$ cat src/rtl/shots_pkg.sv
// shots_pkg: shared types and constants for the shot engine.
//   shot_t            - one shot slot: active flag, owner, top-left position
//   SHOT_RGB_PLAYER   - colour of a player shot
//   SHOT_RGB_ENEMY    - colour of an enemy shot
//   COLOR_TRANSPARENT - colour driven when no shot covers the pixel
package shots_pkg;

    typedef struct packed {
        logic        active;
        logic        ownerPlayer;
        logic [10:0] x;
        logic [10:0] y;
    } shot_t;

    localparam logic [7:0] SHOT_RGB_PLAYER   = 8'hFC;
    localparam logic [7:0] SHOT_RGB_ENEMY    = 8'hE0;
    localparam logic [7:0] COLOR_TRANSPARENT = 8'h00;

endpackage

$ cat src/rtl/shot_arbiter.sv
// shot_arbiter: latches shoot requests and picks one source per cycle.
// The player (index ENEMY_COUNT) has fixed priority; enemies are served
// round-robin starting at the pointer, which moves past each enemy winner.
// Ports:
//   clk, reset      - clock, asynchronous active-high reset
//   flush           - level start: clears pending and pointer, blocks grant
//   slot_free       - at least one shot slot is free this cycle
//   enemy_request   - per-enemy request
//   player_request  - player request
//   grant           - combinational one-hot grant (player is the MSB)
//   grant_src       - index of the granted source
//   grant_valid     - a grant is issued this cycle
module shot_arbiter #(
    parameter int unsigned ENEMY_COUNT = 8,
    localparam int unsigned SRC_W = $clog2(ENEMY_COUNT + 1),
    localparam int unsigned PTR_W = (ENEMY_COUNT > 1) ? $clog2(ENEMY_COUNT) : 1
) (
    input  logic                   clk,
    input  logic                   reset,
    input  logic                   flush,
    input  logic                   slot_free,
    input  logic [ENEMY_COUNT-1:0] enemy_request,
    input  logic                   player_request,
    output logic [ENEMY_COUNT:0]   grant,
    output logic [SRC_W-1:0]       grant_src,
    output logic                   grant_valid
);

    logic [ENEMY_COUNT:0]   pending_q, pending_d;
    logic [ENEMY_COUNT-1:0] enemy_pending;
    logic [PTR_W-1:0]       ptr_q, ptr_d;
    logic [PTR_W-1:0]       idx, win;
    logic                   found;

    assign enemy_pending = pending_q[ENEMY_COUNT-1:0];

    always_comb begin
        grant       = '0;
        grant_src   = '0;
        grant_valid = 1'b0;
        ptr_d       = ptr_q;
        idx         = '0;
        win         = '0;
        found       = 1'b0;
        // First pending enemy at or after the pointer, wrapping around.
        for (int unsigned k = 0; k < ENEMY_COUNT; k++) begin
            idx = PTR_W'((32'(ptr_q) + k) % ENEMY_COUNT);
            if (!found && enemy_pending[idx]) begin
                found = 1'b1;
                win   = idx;
            end
        end
        if (slot_free && !flush) begin
            if (pending_q[ENEMY_COUNT]) begin
                grant[ENEMY_COUNT] = 1'b1;
                grant_src          = SRC_W'(ENEMY_COUNT);
                grant_valid        = 1'b1;
            end else if (found) begin
                grant       = (ENEMY_COUNT + 1)'(1) << win;
                grant_src   = SRC_W'(win);
                grant_valid = 1'b1;
                ptr_d       = PTR_W'((32'(win) + 1) % ENEMY_COUNT);
            end
        end
        if (flush) begin
            pending_d = '0;
            ptr_d     = '0;
        end else begin
            pending_d = (pending_q & ~grant) | {player_request, enemy_request};
        end
    end

    always_ff @(posedge clk or posedge reset) begin
        if (reset) begin
            pending_q <= '0;
            ptr_q     <= '0;
        end else begin
            pending_q <= pending_d;
            ptr_q     <= ptr_d;
        end
    end

endmodule

$ cat src/rtl/shots_manager.sv
// shots_manager: projectile engine. Allocates granted shoot requests to a
// pool of shot slots, moves shots each frame, retires them on exit or hit,
// and renders them for the VGA mux and collision logic.
// Ports:
//   clk, reset            - clock, asynchronous active-high reset
//   startOfFrame          - one-cycle pulse per frame, moves all shots
//   startOfLevel          - one-cycle pulse, flushes slots and requests
//   enemyShootRequest     - per-enemy shoot request
//   playerShootRequest    - player shoot request
//   bikersX, bikersY      - biker top-left positions (index N is the player)
//   shotHit               - per-slot collision, retires the slot
//   pixelX, pixelY        - current VGA pixel
//   shootGrant            - one-hot pulse when a source's shot is spawned
//   shotDrawingVector     - per-slot "pixel inside this shot"
//   shotOwnerPlayer       - per-slot "holds an active player shot"
//   shotDrawingRequest    - any slot drawing
//   RGBshot               - colour of the lowest drawing slot
module shots_manager
    import shots_pkg::*;
#(
    parameter int ENEMY_BIKERS_COUNT = 8,
    parameter int SHOT_SLOTS         = 8,
    parameter int SHOT_SPEED         = 4,
    parameter int SHOT_W             = 4,
    parameter int SHOT_H             = 8,
    parameter int BIKER_W            = 32,
    parameter int BIKER_H            = 32,
    parameter int SCREEN_H           = 480
) (
    input  logic                                 clk,
    input  logic                                 reset,
    input  logic                                 startOfFrame,
    input  logic                                 startOfLevel,
    input  logic [ENEMY_BIKERS_COUNT-1:0]        enemyShootRequest,
    input  logic                                 playerShootRequest,
    input  logic [ENEMY_BIKERS_COUNT:0][10:0]    bikersX,
    input  logic [ENEMY_BIKERS_COUNT:0][10:0]    bikersY,
    input  logic [SHOT_SLOTS-1:0]                shotHit,
    input  logic [10:0]                          pixelX,
    input  logic [10:0]                          pixelY,
    output logic [ENEMY_BIKERS_COUNT:0]          shootGrant,
    output logic [SHOT_SLOTS-1:0]                shotDrawingVector,
    output logic [SHOT_SLOTS-1:0]                shotOwnerPlayer,
    output logic                                 shotDrawingRequest,
    output logic [7:0]                           RGBshot
);

    localparam int SRC_W  = $clog2(ENEMY_BIKERS_COUNT + 1);
    localparam int SLOT_W = (SHOT_SLOTS > 1) ? $clog2(SHOT_SLOTS) : 1;
    localparam logic [10:0] SPAWN_X_OFS = 11'(BIKER_W / 2 - SHOT_W / 2);
    localparam logic [10:0] SPEED       = 11'(SHOT_SPEED);
    localparam logic [10:0] SHOT_H_11   = 11'(SHOT_H);
    localparam logic [10:0] BIKER_H_11  = 11'(BIKER_H);
    localparam logic [10:0] SCREEN_H_11 = 11'(SCREEN_H);

    shot_t slots_q [SHOT_SLOTS];
    shot_t slots_d [SHOT_SLOTS];
    shot_t spawn;

    logic [SHOT_SLOTS-1:0]         free_mask;
    logic [SLOT_W-1:0]             alloc_idx;
    logic [ENEMY_BIKERS_COUNT:0]   grant;
    logic [SRC_W-1:0]              grant_src;
    logic                          grant_valid;
    logic [10:0]                   moved_y;
    logic [SHOT_SLOTS-1:0]         draw_d, owner_d;
    logic [7:0]                    rgb_d;
    logic                          drawn;
    logic [11:0]                   px, py, sx, sy;

    // Free mask comes from registered state only; a slot freed this cycle is
    // allocatable on the next one.
    always_comb begin
        alloc_idx = '0;
        for (int s = 0; s < SHOT_SLOTS; s++) begin
            free_mask[s] = ~slots_q[s].active;
        end
        for (int s = SHOT_SLOTS - 1; s >= 0; s--) begin
            if (free_mask[s]) alloc_idx = SLOT_W'(s);
        end
    end

    shot_arbiter #(
        .ENEMY_COUNT (ENEMY_BIKERS_COUNT)
    ) u_arbiter (
        .clk            (clk),
        .reset          (reset),
        .flush          (startOfLevel),
        .slot_free      (|free_mask),
        .enemy_request  (enemyShootRequest),
        .player_request (playerShootRequest),
        .grant          (grant),
        .grant_src      (grant_src),
        .grant_valid    (grant_valid)
    );

    // Spawn shot from the granted biker's current position.
    always_comb begin
        spawn             = '0;
        spawn.active      = 1'b1;
        spawn.ownerPlayer = (grant_src == SRC_W'(ENEMY_BIKERS_COUNT));
        spawn.x           = bikersX[grant_src] + SPAWN_X_OFS;
        if (spawn.ownerPlayer) begin
            spawn.y = (bikersY[grant_src] >= SHOT_H_11) ? bikersY[grant_src] - SHOT_H_11 : '0;
        end else begin
            spawn.y = bikersY[grant_src] + BIKER_H_11;
        end
    end

    // Slot update: hit beats move; the freshly spawned slot is not moved.
    always_comb begin
        moved_y = '0;
        for (int s = 0; s < SHOT_SLOTS; s++) begin
            slots_d[s] = slots_q[s];
            if (slots_q[s].active) begin
                if (shotHit[s]) begin
                    slots_d[s].active = 1'b0;
                end else if (startOfFrame) begin
                    if (slots_q[s].ownerPlayer) begin
                        if (slots_q[s].y < SPEED) slots_d[s].active = 1'b0;
                        else                      slots_d[s].y = slots_q[s].y - SPEED;
                    end else begin
                        moved_y = slots_q[s].y + SPEED;
                        if (moved_y >= SCREEN_H_11) slots_d[s].active = 1'b0;
                        else                        slots_d[s].y = moved_y;
                    end
                end
            end
            if (grant_valid && alloc_idx == SLOT_W'(s)) slots_d[s] = spawn;
            if (startOfLevel) slots_d[s].active = 1'b0;
            owner_d[s] = slots_d[s].active & slots_d[s].ownerPlayer;
        end
    end

    // Render comparators, widened to 12 bits so x+SHOT_W cannot wrap.
    always_comb begin
        rgb_d = COLOR_TRANSPARENT;
        drawn = 1'b0;
        px    = {1'b0, pixelX};
        py    = {1'b0, pixelY};
        sx    = '0;
        sy    = '0;
        for (int s = 0; s < SHOT_SLOTS; s++) begin
            sx        = {1'b0, slots_q[s].x};
            sy        = {1'b0, slots_q[s].y};
            draw_d[s] = slots_q[s].active
                        && px >= sx && px < sx + 12'(SHOT_W)
                        && py >= sy && py < sy + 12'(SHOT_H);
            if (draw_d[s] && !drawn) begin
                drawn = 1'b1;
                rgb_d = slots_q[s].ownerPlayer ? SHOT_RGB_PLAYER : SHOT_RGB_ENEMY;
            end
        end
    end

    always_ff @(posedge clk or posedge reset) begin
        if (reset) begin
            for (int s = 0; s < SHOT_SLOTS; s++) slots_q[s] <= '0;
            shootGrant         <= '0;
            shotDrawingVector  <= '0;
            shotOwnerPlayer    <= '0;
            shotDrawingRequest <= 1'b0;
            RGBshot            <= COLOR_TRANSPARENT;
        end else begin
            for (int s = 0; s < SHOT_SLOTS; s++) slots_q[s] <= slots_d[s];
            shootGrant         <= grant;
            shotDrawingVector  <= draw_d;
            shotOwnerPlayer    <= owner_d;
            shotDrawingRequest <= |draw_d;
            RGBshot            <= rgb_d;
        end
    end

endmodule
$ cat config.mk
export PLATFORM = sky130hd
export DESIGN_NAME = shots_manager
export DESIGN_NICKNAME = d
export VERILOG_FILES = /design/src/rtl/shots_pkg.sv /design/src/rtl/shot_arbiter.sv /design/src/rtl/shots_manager.sv
export SDC_FILE = /design/constraint.sdc
export NUM_CORES = 1
export LEC_CHECK = 0
export CAP_MARGIN = 15
export CELL_PAD_IN_SITES_DETAIL_PLACEMENT = 1
export CELL_PAD_IN_SITES_GLOBAL_PLACEMENT = 1
export CORE_ASPECT_RATIO = 1.25
export CORE_MARGIN = 8
export CORE_UTILIZATION = 44
export CTS_CLUSTER_SIZE = 10
export DETAILED_ROUTE_END_ITERATION = 16
export HOLD_SLACK_MARGIN = 0.08
export PLACE_DENSITY_LB_ADDON = 0.1
export SLEW_MARGIN = 20
export SYNTH_ARGS = -nofsm -noshare
export SYNTH_HDL_FRONTEND = slang
export SYNTH_SLANG_ARGS = --single-unit
$ cat constraint.sdc
create_clock -name clk -period 9.3 [get_ports clk]
set_clock_uncertainty 0.05 [all_clocks]
set_input_delay 1.86 -clock clk [delete_from_list [all_inputs] [get_ports clk]]
set_output_delay 1.86 -clock clk [all_outputs]
set_load 0.05 [all_outputs]
==> results of run 1 <==
report_power, final:
group	total, mW	internal [mW]	leakage (nW)	switching [mW]
clock network	1.14	0.660	0.449	0.481
logic	4.58	1.57	9.02	3.01
registers	1.45	1.17	2.96	0.283
total	7.17	3.39	12.4	3.78
placed cells by master, fill, tap and decap left out, types with 63 or more instances in the layout:
cell / instances
nor2_1: 174
nor3_1: 63
a21oi_1: 127
nand2_1: 351
o21ai_0: 203
inv_1: 218
ha_1: 372
nand3_1: 179
clkdlybuf4s50_1: 272
xnor2_1: 196
dfrtp_1: 232
o21a_1: 141
area by class of cell:
type	count	area, µm²	share of cell area
clock buffer	35	799.5	0.02793
antenna	1	2.502	0.00008742
timing repair buffer	316	3065	0.1071
clock inverter	9	125.1	0.004371
tap	735	919.6	0.03213
inverter	231	874.6	0.03055
sequential	232	5806	0.2028
multi-input combinational	2386	17030	0.5950
per-stage QoR:
step	area [µm²]	utilization
after floorplan	24220	-
after global placement	27700	0.5068
after detailed placement	27700	0.5068
after CTS	28620	0.5237
after global routing	28630	0.5238
final	28630	0.5238
sequential cells by signal, indices dropped and copies added (netlist names):
register             count
shotDrawingVector        8
shotDrawingRequest       1
u_arbiter.ptr_q          3
u_arbiter.pending_q      9
RGBshot                  2
slots_q                192
shootGrant               9
shotOwnerPlayer          8
routing by layer:
metal / routed length [µm] / share of wire
met4: 6225 / 0.064
met3: 4229 / 0.044
met2: 49380 / 0.51
met1: 36990 / 0.38
met5: 13 / 0.00013
cells by family (layout without fill, tap and decap cells):
logic type / Yosys count / after routing / synth area share
xor+xnor: 210 / 210 / 0.07595
flops: 232 / 232 / 0.2397
buf+inv: 352 / 591 / 0.05864
simple gates: 993 / 993 / 0.1926
compound gates: 724 / 724 / 0.1950
other cells: 1 / 3 / 0.0001549
fa+ha+maj: 372 / 372 / 0.1922
mux: 85 / 85 / 0.04572
tightest hold or removal path: cells and delay by family (launching register included):
kind | cells | cell delay, ns
AND/OR/NAND/NOR | 1 | 0.05
flip-flops | 1 | 0.34
AO/OA/AOI/OAI | 1 | 0.05
worst paths after layout:
kind                                  to               start  slack [ns]  depth (start not counted)
setup reg to reg            slots_q[189]  u_arbiter.ptr_q[0]        1.35                         15
setup / recovery            slots_q[189]  u_arbiter.ptr_q[0]        1.35                         15
max in group asynchronous  shootGrant[2]               reset        6.13                          3
hold / removal               slots_q[73]         slots_q[73]        0.43                          2
hold reg to reg              slots_q[73]         slots_q[73]        0.43                          2
min in group asynchronous  shootGrant[8]               reset        1.74                          2
==> impl_metrics.yaml, run 1 <==
run_status:
  status: "finished, final reports clean"
timing:
  rsz0062_at_grt: "no"
  timing.final.ws_setup_ns: 1.354
  fin_crit_sh: 0.8544
  max_freq_ghz: 0.1259
  setup_violations: 0
  fin_tns_setup_ns: 0
  slew_headroom: 0.1946
  holdWs_ns: 0.4292
  slew_viol_final: 0
  worst_slew_pin_slew_ns: 1.178
  final_hold_viol_count: 0
  layout_min_cycle_time_ns: 7.946
grt:
  use_met3: 0.04024
  grt_overflow: 0
  antenna_found_initial: 3
  grt_pass1_vias: 26145
  grt_use_met2: 0.5595
  busiest_layer: "met2"
  grt_use_met1: 0.3299
  grt_max_degree: 131
  grtUsageTotal: 0.3040
  grt_first_pass_wirelength_mm: 150.5
logic_synthesis:
  yosys.cell_types.count: 92
  async_flop_share: 1.000
  synth.area.top_cells: "dfrtp_1 24%, ha_1 19%, xnor2_1 7.1%"
  ys_ff_latch: 232
  avgSynthCellArea_um2: 8.157
  yosysWarnings: 0
  synth-edff-count: 0
  synth_top_area_frac: 0.2397
  ys.flop_type: "dfrtp_1"
  yosys-top-cells-count: "372 x ha_1, 352 x nand2_1, 232 x dfrtp_1"
  yosysSeqAreaShare: 0.2397
  syn-instance-count: 2969
  synth_area_um2: 24220
  yosysMostFrequentCell: "ha_1"
  yosys.area.top_type: "dfrtp_1"
power_and_ir_drop:
  vdd_drop_max_v: 0.0002275
  p_total_mw: 7.169
  p_leak_nw: 12.43
  powerDensity_nw_per_um2: 250.4
die:
  initial_core_util: 0.4431
  rows: 96
  die_x_um: 225.8
  core_region_area_um2: 54650
  die_h_um: 278.3
  die-area_um2: 62850
  io_pins: 275
critical_path:
  cp_cell_sequence: "clkinv_1 > ha_1 > mux2_4 > mux4_2 > or4_4 > o31a_1 > o21ai_0 > o31a_1 > nand3_1 > a31oi_2 > nor3b_1 > nor3_1 > nand4_1 > xnor2_1 > o21ai_0"
  crit_type: "reg -> reg"
  cp_max_fo: 22
  slowest_stage: "o31a_1"
  start_kind: "register"
  worst-path-buf-inv: 1
  critical_path_required_ns: 9.67
  cpLargestDelayFamily: "compound AO/OA/AOI/OAI gates"
  worst_path_largest_cell_delay_ns: 0.84
  cp-end-kind: "register"
  arrival_ns: 8.32
detailed_routing:
  routed_via_density: 5.975
  wire_per_inst_um: 24.55
  vias: 23571
  antenna_left: 0
  drtIter0Drc: 1166
  drt-total-wl_mm: 96.84
  drc: 0
  dr.pass1.iters: 5
place:
  place_hpwl_mm: 76.42
  placedCellCount: 3900
  port_buffers: 272
  gp_congestion: 0.9060
  post-place-ws_ns: 1.358
run:
  max_cap_violations: 0
cells_and_area:
  fillers: 6577
  layout-drive-gt1-share: 0.05266
  area_growth_pct: 18.21
  fin_cells: 3945
  layout.nets: 3810
cts:
  cts_num_sinks: 232
  htree_num_levels: 1
  post_cts_resized: 0
  clk_pin_slew_ns: 0.06
  clk_latency_ns: 0.59
  cts_tree: "yes"
  holdBufCountCts: 0
  cts_root_buf: "clkbuf_16"
  numCtsBuffers: 30
  post_cts_buffers: 0
  cts.path.max_buffers: 3
hold_path:
  min_path_type: "reg -> reg"
No activity file was read; power rests on OpenSTA's default activity.
==> run 2, diff against run 1 <==
- CTS_BUF_LIST: default -> sky130_fd_sc_hd__clkbuf_16
==> run 2 against run 1 <==
Compared with the run above:
- die area unchanged
- worst hold slack about the same
- via count about the same
- core utilization decreased by 0.055 points
- worst setup slack improved by 0.0071 ns
==> impl_metrics.yaml, run 2 (synthesis gave the netlist of run 1 again) <==
cells_and_area:
  layout-drive-gt1-share: 0.05173
  layout.nets: 3810
  reg_top3: "slots_q: 192 flops, shootGrant: 9 flops, u_arbiter.pending_q: 9 flops"
  top_register: "slots_q"
  final_area_um2: 28600
  fillers: 6587
  largest_reg_flops: 192
  layout_commonest_cell: "ha_1"
  area_growth_pct: 18.08
  mostFrequentLayoutCells: "372 x ha_1, 351 x nand2_1, 272 x clkdlybuf4s50_1"
  fin_cells: 3945
  fin_util: 0.5232
die:
  die_h_um: 278.3
  die-area_um2: 62850
  io_pins: 275
  initial_core_util: 0.4431
  core_region_area_um2: 54650
  die_x_um: 225.8
  rows: 96
cts:
  post_cts_buffers: 0
  cts_num_sinks: 232
  numCtsBuffers: 30
  cts_root_buf: "clkbuf_16"
  clk_latency_ns: 0.59
  holdBufCountCts: 0
  post_cts_resized: 0
  htree_num_levels: 1
  cts_tree: "yes"
  cts.path.max_buffers: 3
  clk_pin_slew_ns: 0.06
timing:
  holdWs_ns: 0.4289
  setup_violations: 0
  fin_tns_setup_ns: 0
  rsz0062_at_grt: "no"
  timing.final.ws_setup_ns: 1.361
  slew_headroom: 0.2103
  layout_min_cycle_time_ns: 7.939
  worst_slew_pin_slew_ns: 1.168
  final_hold_viol_count: 0
  max_freq_ghz: 0.1260
  fin_crit_sh: 0.8536
  slew_viol_final: 0
grt:
  grt_max_degree: 131
  grtUsageTotal: 0.3035
  antenna_found_initial: 3
  grt_overflow: 0
  grt_first_pass_wirelength_mm: 150.3
  grt_pass1_vias: 26107
power_and_ir_drop:
  p_leak_nw: 12.42
  p_sw_mw: 3.773
  vdd_drop_max_v: 0.0002255
  power_frac_seq: 0.203
  swShare: 0.5285
  powerDensity_nw_per_um2: 249.6
  power.internal_mw: 3.366
  p_clk_frac: 0.156
  pwr-share-comb: 0.641
  p_total_mw: 7.139
run:
  max_cap_violations: 0
run_status:
  status: "finished, final reports clean"
detailed_routing:
  antenna_left: 0
  vias: 23560
  wire_per_inst_um: 24.54
  routed_via_density: 5.972
  drc: 0
  dr.pass1.iters: 5
  drtIter0Drc: 1201
  drt-total-wl_mm: 96.83
critical_path:
  critical_path_required_ns: 9.67
  cp_max_fo: 22
  arrival_ns: 8.31
  cp-end-kind: "register"
  start_kind: "register"
  crit_type: "reg -> reg"
hold_path:
  min_path_type: "reg -> reg"
place:
  port_buffers: 272
  place_hpwl_mm: 76.42
  post-place-ws_ns: 1.358
  gp_congestion: 0.9060
  post_dp_cell_area_um2: 27700
  placedCellCount: 3900
[run 2: routing by layer]
layer | routed length [µm] | track usage | vias up
li1 | - | - | 10969
met1 | 37450 | 0.3305 | 11713
met2 | 49420 | 0.5594 | 628
met3 | 3813 | 0.03908 | 248
met4 | 6135 | 0.1683 | 2
met5 | 13 | 0 | -
[run 2: final cells by class]
type | instances | area (µm²) | area share
clock buffers | 30 | 750.7 | 0.02625
repair buffers | 316 | 3065 | 0.1072
flip-flops and latches | 232 | 5806 | 0.2030
well taps | 735 | 919.6 | 0.03216
clock inverters | 14 | 143.9 | 0.005032
multi-input cells | 2386 | 17030 | 0.5957
inverters | 231 | 874.6 | 0.03058
diodes | 1 | 2.502 | 0.00008751
[run 2: final timing paths]
kind                                    start             to  slack (ns)  depth (start not counted)
max reg2reg                u_arbiter.ptr_q[0]   slots_q[189]        1.36                         15
max in group asynchronous               reset  shootGrant[2]        6.12                          3
min in group asynchronous               reset  shootGrant[8]        1.75                          2
min                               slots_q[73]    slots_q[73]        0.43                          2
min reg2reg                       slots_q[73]    slots_q[73]        0.43                          2
max                        u_arbiter.ptr_q[0]   slots_q[189]        1.36                         15
[run 2: worst max-delay path, stage by stage (launching register included)]
cell      delay [ns]
dfrtp_1         0.84
clkinv_1        0.44
ha_1            0.66
mux2_4          0.38
mux4_2          0.56
or4_4           0.57
o31a_1          0.41
o21ai_0         0.22
o31a_1          0.85
nand3_1         0.24
a31oi_2         0.71
nor3b_1         0.20
nor3_1          0.45
nand4_1         0.19
xnor2_1         0.79
o21ai_0         0.20
[run 2: power groups by stage]
stage                     Combinational, mW  Clock (mW)  Sequential, mW
after floorplan                        3.01           0            1.35
after global placement                 4.42           0            1.45
after detailed placement               4.54           0            1.46
after CTS                              4.57        1.13            1.45
after global routing                   4.96        1.16            1.47
final                                  4.58        1.11            1.45
